$ cat src/rtl/mem_lsu_if.sv
// mem_lsu_if: request/response handshake and byte-wide datamem bus of mem_lsu.
// slave modport is the LSU side; master modport is the requester/memory side.
interface mem_lsu_if;
   logic        req_valid;
   logic        req_ready;
   logic        req_we;
   logic [1:0]  req_size;
   logic        req_unsigned;
   logic [31:0] req_addr;
   logic [31:0] req_wdata;
   logic        rsp_valid;
   logic [31:0] rsp_rdata;
   logic        rsp_err;
   logic [31:0] mem_address;
   logic [7:0]  mem_data_in;
   logic        mem_write_en;
   logic [7:0]  mem_data_out;

   modport slave (
      input  req_valid, req_we, req_size, req_unsigned, req_addr, req_wdata, mem_data_out,
      output req_ready, rsp_valid, rsp_rdata, rsp_err, mem_address, mem_data_in, mem_write_en
   );

   modport master (
      output req_valid, req_we, req_size, req_unsigned, req_addr, req_wdata, mem_data_out,
      input  req_ready, rsp_valid, rsp_rdata, rsp_err, mem_address, mem_data_in, mem_write_en
   );
endinterface

$ cat src/rtl/mem_lsu.sv
// mem_lsu: byte-serial load/store unit in front of a byte-wide datamem.
// Accepts one request in IDLE, moves one byte per ACCESS cycle (little-endian),
// then pulses a response in RESP. Out-of-range or illegal-size requests skip
// memory entirely. Define LSU_MISALIGN_CHECK_EN to also reject misaligned
// halfword/word requests; otherwise they run byte-by-byte like any other.
module mem_lsu #(
   parameter int unsigned MEM_DEPTH = 4096
) (
   input logic      clk,
   input logic      reset,
   mem_lsu_if.slave bus
);

   typedef enum logic [1:0] {IDLE, ACCESS, RESP} state_t;

   state_t      state_q, state_d;
   logic        we_q, we_d;
   logic [1:0]  size_q, size_d;
   logic        uns_q, uns_d;
   logic        err_q, err_d;
   logic [31:0] addr_q, addr_d;
   logic [31:0] wdata_q, wdata_d;
   logic [31:0] buf_q, buf_d;
   logic [1:0]  k_q, k_d;

   logic [2:0]  nbytes;
   logic [32:0] last_addr;
   logic        misalign;
   logic        req_err;
   logic        accept;
   logic [1:0]  last_k;
   logic [31:0] ext_data;

   assign bus.req_ready = (state_q == IDLE) && !reset;
   assign accept        = bus.req_valid && bus.req_ready;

   // Decode the incoming request: byte count and rejection conditions.
   always_comb begin
      case (bus.req_size)
         2'b00:   nbytes = 3'd1;
         2'b01:   nbytes = 3'd2;
         default: nbytes = 3'd4;
      endcase
      // 33-bit sum so an address near 2^32 cannot wrap back into range
      last_addr = {1'b0, bus.req_addr} + 33'(nbytes) - 33'd1;
`ifdef LSU_MISALIGN_CHECK_EN
      misalign = ((bus.req_size == 2'b01) && bus.req_addr[0]) ||
                 ((bus.req_size == 2'b10) && (bus.req_addr[1:0] != 2'b00));
`else
      misalign = 1'b0;
`endif
      req_err = (bus.req_size == 2'b11) || (last_addr > 33'(MEM_DEPTH - 1)) || misalign;
   end

   // Index of the final byte and sign/zero extension of the gathered load data.
   always_comb begin
      case (size_q)
         2'b00:   last_k = 2'd0;
         2'b01:   last_k = 2'd1;
         default: last_k = 2'd3;
      endcase
      case (size_q)
         2'b00:   ext_data = uns_q ? {24'h0, buf_q[7:0]}  : {{24{buf_q[7]}}, buf_q[7:0]};
         2'b01:   ext_data = uns_q ? {16'h0, buf_q[15:0]} : {{16{buf_q[15]}}, buf_q[15:0]};
         default: ext_data = buf_q;
      endcase
   end

   // FSM next-state, request latching, byte sequencing and bus outputs.
   always_comb begin
      state_d          = state_q;
      we_d             = we_q;
      size_d           = size_q;
      uns_d            = uns_q;
      err_d            = err_q;
      addr_d           = addr_q;
      wdata_d          = wdata_q;
      buf_d            = buf_q;
      k_d              = k_q;
      bus.rsp_valid    = 1'b0;
      bus.rsp_rdata    = '0;
      bus.rsp_err      = 1'b0;
      bus.mem_address  = '0;
      bus.mem_data_in  = '0;
      bus.mem_write_en = 1'b0;

      case (state_q)
         IDLE: begin
            if (accept) begin
               we_d    = bus.req_we;
               size_d  = bus.req_size;
               uns_d   = bus.req_unsigned;
               addr_d  = bus.req_addr;
               wdata_d = bus.req_wdata;
               err_d   = req_err;
               buf_d   = '0;
               k_d     = '0;
               state_d = req_err ? RESP : ACCESS;
            end
         end
         ACCESS: begin
            bus.mem_address = addr_q + 32'(k_q);
            if (we_q) begin
               bus.mem_write_en = 1'b1;
               case (k_q)
                  2'd0:    bus.mem_data_in = wdata_q[7:0];
                  2'd1:    bus.mem_data_in = wdata_q[15:8];
                  2'd2:    bus.mem_data_in = wdata_q[23:16];
                  default: bus.mem_data_in = wdata_q[31:24];
               endcase
            end else begin
               buf_d[{k_q, 3'b000} +: 8] = bus.mem_data_out;
            end
            if (k_q == last_k) begin
               k_d     = '0;
               state_d = RESP;
            end else begin
               k_d = k_q + 2'd1;
            end
         end
         RESP: begin
            bus.rsp_valid = 1'b1;
            bus.rsp_err   = err_q;
            bus.rsp_rdata = (err_q || we_q) ? '0 : ext_data;
            state_d       = IDLE;
         end
         default: state_d = IDLE;
      endcase
   end

   // State and datapath registers with synchronous reset.
   always_ff @(posedge clk) begin
      if (reset) begin
         state_q <= IDLE;
         we_q    <= 1'b0;
         size_q  <= '0;
         uns_q   <= 1'b0;
         err_q   <= 1'b0;
         addr_q  <= '0;
         wdata_q <= '0;
         buf_q   <= '0;
         k_q     <= '0;
      end else begin
         state_q <= state_d;
         we_q    <= we_d;
         size_q  <= size_d;
         uns_q   <= uns_d;
         err_q   <= err_d;
         addr_q  <= addr_d;
         wdata_q <= wdata_d;
         buf_q   <= buf_d;
         k_q     <= k_d;
      end
   end

endmodule
$ cat src/flat_wrapper.sv
// flat-port wrapper written by rule: the top's interface ports become plain ports
module mem_lsu_flat 
#(
   parameter int unsigned MEM_DEPTH = 4096
)
  (clk, reset, bus_req_valid, bus_req_we, bus_req_size, bus_req_unsigned, bus_req_addr, bus_req_wdata, bus_mem_data_out, bus_req_ready, bus_rsp_valid, bus_rsp_rdata, bus_rsp_err, bus_mem_address, bus_mem_data_in, bus_mem_write_en);
  mem_lsu_if bus_i ();
  input logic clk;
  input logic reset;
  input wire logic [$bits(bus_i.req_valid)-1:0] bus_req_valid;
  input wire logic [$bits(bus_i.req_we)-1:0] bus_req_we;
  input wire logic [$bits(bus_i.req_size)-1:0] bus_req_size;
  input wire logic [$bits(bus_i.req_unsigned)-1:0] bus_req_unsigned;
  input wire logic [$bits(bus_i.req_addr)-1:0] bus_req_addr;
  input wire logic [$bits(bus_i.req_wdata)-1:0] bus_req_wdata;
  input wire logic [$bits(bus_i.mem_data_out)-1:0] bus_mem_data_out;
  output wire logic [$bits(bus_i.req_ready)-1:0] bus_req_ready;
  output wire logic [$bits(bus_i.rsp_valid)-1:0] bus_rsp_valid;
  output wire logic [$bits(bus_i.rsp_rdata)-1:0] bus_rsp_rdata;
  output wire logic [$bits(bus_i.rsp_err)-1:0] bus_rsp_err;
  output wire logic [$bits(bus_i.mem_address)-1:0] bus_mem_address;
  output wire logic [$bits(bus_i.mem_data_in)-1:0] bus_mem_data_in;
  output wire logic [$bits(bus_i.mem_write_en)-1:0] bus_mem_write_en;
  assign bus_i.req_valid = bus_req_valid;
  assign bus_i.req_we = bus_req_we;
  assign bus_i.req_size = bus_req_size;
  assign bus_i.req_unsigned = bus_req_unsigned;
  assign bus_i.req_addr = bus_req_addr;
  assign bus_i.req_wdata = bus_req_wdata;
  assign bus_i.mem_data_out = bus_mem_data_out;
  assign bus_req_ready = bus_i.req_ready;
  assign bus_rsp_valid = bus_i.rsp_valid;
  assign bus_rsp_rdata = bus_i.rsp_rdata;
  assign bus_rsp_err = bus_i.rsp_err;
  assign bus_mem_address = bus_i.mem_address;
  assign bus_mem_data_in = bus_i.mem_data_in;
  assign bus_mem_write_en = bus_i.mem_write_en;
  mem_lsu #(.MEM_DEPTH(MEM_DEPTH)) u_core (.clk(clk), .reset(reset), .bus(bus_i));
endmodule
$ cat config.mk
export PLATFORM = sky130hd
export DESIGN_NAME = mem_lsu_flat
export DESIGN_NICKNAME = d
export VERILOG_FILES = /design/src/rtl/mem_lsu_if.sv /design/src/rtl/mem_lsu.sv /design/src/flat_wrapper.sv
export SDC_FILE = /design/constraint.sdc
export NUM_CORES = 1
export LEC_CHECK = 0
export CORE_MARGIN = 2
export CORE_UTILIZATION = 57
export CTS_CLUSTER_SIZE = 40
export DETAILED_ROUTE_END_ITERATION = 12
export PLACE_DENSITY = 0.92
export SLEW_MARGIN = 20
export SYNTH_ARGS = -nofsm -noshare
export SYNTH_HDL_FRONTEND = slang
export SYNTH_SLANG_ARGS = --single-unit
$ cat constraint.sdc
create_clock -name clk -period 5.5 [get_ports clk]
set_input_delay 1.1 -clock clk [delete_from_list [all_inputs] [get_ports clk]]
set_output_delay 1.1 -clock clk [all_outputs]
set_load 0.005 [all_outputs]
==> results.sh <==
export IMPL_place_hpwl_mm=17.94
export IMPL_port_buffers=154
export IMPL_finalHoldViolations=0
export IMPL_min_to="u_core.buf_q[25]$_SDFFE_PP0P_"
export IMPL_rrSetupSlack_ns=2.69
export IMPL_antenna_found_initial=0
export IMPL_synth_edf_count=0
export IMPL_synth_seq_cells=105
export IMPL_synth_fp_nets=1226
export IMPL_cp_max_fo=8
export IMPL_cts_tree="built"
export IMPL_maxSlewHeadroom_pct=37.51
export IMPL_ys_types=76
export IMPL_grt_pass1_wl_mm=37.79
export IMPL_grt_max_degree=106
export IMPL_finalCritPeriodShare_pct=86.48
export IMPL_r2r_start="u_core.state_q[0]$_SDFFE_PP0P_"
export IMPL_netlist_instances=1103
export IMPL_gp_congestion=0.9631
export IMPL_rows=43
export IMPL_postCtsSetupBuffers=0
export IMPL_cts_repair_resized=0
export IMPL_initial_core_util_pct=57.68
export IMPL_ant_nets=0
export IMPL_whs_ns=0.4507
export IMPL_antennaDiodeCount=0
export IMPL_status="completed"
export IMPL_dieArea_sq_mm=0.01484
export IMPL_initialDrtViolationCount=1051
export IMPL_io_pins=155
export IMPL_via_per_inst=6.057
export IMPL_min_period_ns=4.757
export IMPL_drc=0
export IMPL_worstSetupStartpointType="flop"
export IMPL_timing_fmax_mhz=210.2
export IMPL_yosysWarningCount=0
export IMPL_power_density_mw_per_mm2=211.7
export IMPL_fillers=1110
export IMPL_overflow=0
export IMPL_hold_start="u_core.buf_q[25]$_SDFFE_PP0P_"
export IMPL_grt_pass1_vias=7615
export IMPL_setup_violations=0
export IMPL_report_final_slew_viol_count=0
export IMPL_vias=8431
export IMPL_cap_violations=0
export IMPL_cts_made_buffers=9
export IMPL_p_leak_uw=0.003505
export IMPL_die_x_um=121.8
export IMPL_min_path_cells=2
export IMPL_syn_area_sq_mm=0.007914
export IMPL_synth_top_flop_cell="dfxtp_1"
export IMPL_cp_end_kind="primary output"
export IMPL_final_area_sq_mm=0.009692
export IMPL_r2r_cells=7
export IMPL_rr_endpoint="u_core.buf_q[27]$_SDFFE_PP0P_"
export IMPL_hold_class="reg2reg"
export IMPL_placed_area_sq_mm=0.009356
export IMPL_seq_area_frac_synth_pct=26.56
export IMPL_clkLatencyLatePin_ns=0.36
export IMPL_crit_required_ns=4.40
export IMPL_fin_util_pct=70.64
export IMPL_area_growth_syn_to_layout_pct=22.47
export IMPL_avgSynthCellArea_sq_um=7.175
export IMPL_path_class="reg2out"
export IMPL_clk_pin_slew_worst_paths_ns=0.07
export IMPL_cts_max_level=3
export IMPL_cp_arrival_ns=3.66
export IMPL_wl_mm=23.85
export IMPL_final_nets=1331
export IMPL_holdBufCountCts=0
export IMPL_core_area_sq_mm=0.01372
export IMPL_firstDrtPassIters=8
export IMPL_cts_root_buffer="clkbuf_16"
export IMPL_drive_above_1_share_pct=5.528
export IMPL_cts_num_sinks=105
export IMPL_vdd_drop_max_uv=163.7
export IMPL_finalClockSkew_ns=0.009873
export IMPL_die_h_um=121.8
export IMPL_clock_path_buffers=2
export IMPL_grt_usage_pct=31.78
export IMPL_tns_ns=0
export IMPL_wl_per_cell_um=17.13
export IMPL_tightest_slew_ns=0.9302
export IMPL_grt_setup_unrepaired="false"
export IMPL_synthArstFlopShare_pct=0
report_power, final:
group	switching (uW)	total, uW	internal (uW)
combinational	302	513	211
clock	293	706	413
sequential	34.9	833	798
total	630	2050	1420
per-stage QoR:
step	power, uW	std cells	setup WS [ns]
floorplan	1193	1103	1.596
global placement	1346	1377	0.7374
detailed placement	1349	1377	0.6092
CTS	2046	1392	0.7804
global route	2141	1392	0.4284
finish	2052	1392	0.7433
flip-flops by register name, summed over array words and instances (netlist names):
name            cells
u_core.addr_q      32
u_core.uns_q        1
u_core.wdata_q     32
u_core.buf_q       32
u_core.state_q      2
u_core.size_q       2
u_core.err_q        1
u_core.we_q         1
u_core.k_q          2
Yosys cell counts (6+ instances only):
cell type,n,area [sq um]
and2_1,14,87.58
a222oi_1,8,80.08
a22oi_1,10,75.07
and4_1,7,61.31
nand4_1,17,106.4
dfxtp_1,105,2102
a211oi_1,7,52.55
xor2_1,12,105.1
a21oi_1,100,500.5
nand3_1,38,190.2
ha_1,42,525.5
mux2i_1,6,60.06
clkbuf_1,38,142.6
inv_1,74,277.8
or2_2,6,37.54
o31ai_1,10,75.07
nor3_1,18,90.09
o21ai_1,8,40.04
o21a_1,8,60.06
or3_1,14,87.58
xnor2_1,17,148.9
buf_2,8,40.04
nand2b_1,66,412.9
clkbuf_8,7,96.34
nor2_1,93,349.1
o211ai_1,9,67.56
and3_1,8,50.05
nand2_1,148,555.5
a21oi_2,10,87.58
o21ai_0,104,520.5
a21o_1,6,45.04
how the worst max path moves through the flow:
stage | end | cells after the start | from | slack (ns)
floorplan | u_core.err_q$_SDFFE_PP0P_ | 15 | bus_req_size[1] | 1.60
CTS | bus_mem_address[31] | 11 | u_core.k_q[1]$_SDFFE_PP0P_ | 0.78
global placement | u_core.err_q$_SDFFE_PP0P_ | 16 | bus_req_size[1] | 0.74
detailed placement | u_core.err_q$_SDFFE_PP0P_ | 16 | bus_req_size[1] | 0.61
global route | bus_mem_address[31] | 11 | u_core.k_q[0]$_SDFFE_PP0P_ | 0.43
finish | bus_mem_address[30] | 10 | u_core.k_q[0]$_SDFFE_PP0P_ | 0.74
placed cells by master, fill, tap and decap left out, types with 4 or more instances in the layout:
master | netlist | layout
xnor2_1 | 17 | 17
or3_1 | 14 | 14
o21ai_0 | 104 | 104
xor2_1 | 12 | 12
mux2i_1 | 6 | 6
ha_1 | 42 | 42
nor3_1 | 18 | 18
nand2_1 | 148 | 148
and2_1 | 14 | 13
o21a_1 | 8 | 8
nand2b_1 | 66 | 66
nand4_1 | 17 | 17
or2_2 | 6 | 6
o21ai_1 | 8 | 7
nor2_1 | 93 | 93
a31oi_1 | 4 | 4
inv_1 | 74 | 74
and3_1 | 8 | 8
a21o_1 | 6 | 6
buf_4 | 3 | 5
a2111oi_0 | 4 | 4
a222oi_1 | 8 | 8
o211ai_1 | 9 | 9
clkdlybuf4s50_1 | 0 | 153
dfxtp_1 | 105 | 105
clkbuf_16 | 0 | 9
a21oi_2 | 10 | 10
a211oi_1 | 7 | 7
and4_1 | 7 | 7
a21oi_1 | 100 | 100
o31ai_1 | 10 | 10
a22oi_1 | 10 | 10
nand3_1 | 38 | 38
nor2b_1 | 5 | 5
worst max-delay path: stages, from the launching register on:
cell	delay, ns
dfxtp_1	0.50
ha_1	0.26
fa_1	0.26
nand4_1	0.24
nor2_1	0.30
nand2_1	0.22
nor2_1	0.27
nand4_1	0.24
or3_1	0.36
a21oi_1	0.14
clkdlybuf4s50_1	0.52
routing by layer:
metal / vias up / wire (um) / track usage, %
met4: 0 / 918 / 15.16
met1: 3928 / 10120 / 41.47
met3: 72 / 1798 / 4.026
met5: - / 0 / 0
met2: 371 / 11010 / 52.09
li1: 4060 / - / -
cell families after synthesis:
| family | Yosys count | synth area share [%] |
|---|---|---|
| buf+inv | 139 | 8.127 |
| mux | 6 | 0.7589 |
| xor+xnor | 29 | 3.209 |
| compound gates | 319 | 25.26 |
| flops | 105 | 26.56 |
| fa+ha+maj | 44 | 7.146 |
| simple gates | 461 | 28.93 |
area by class of cell:
cell class              count  area (sq um)  area share (%)
clock buffers              10         239.0           2.466
clock inverters             5         86.33          0.8908
inverters                  74         277.8           2.866
multi-input cells         859          5187           53.52
flip-flops and latches    105          2102           21.69
well taps                 180         225.2           2.324
repair buffers            159          1574           16.24
(Power assumes the default switching activity.)
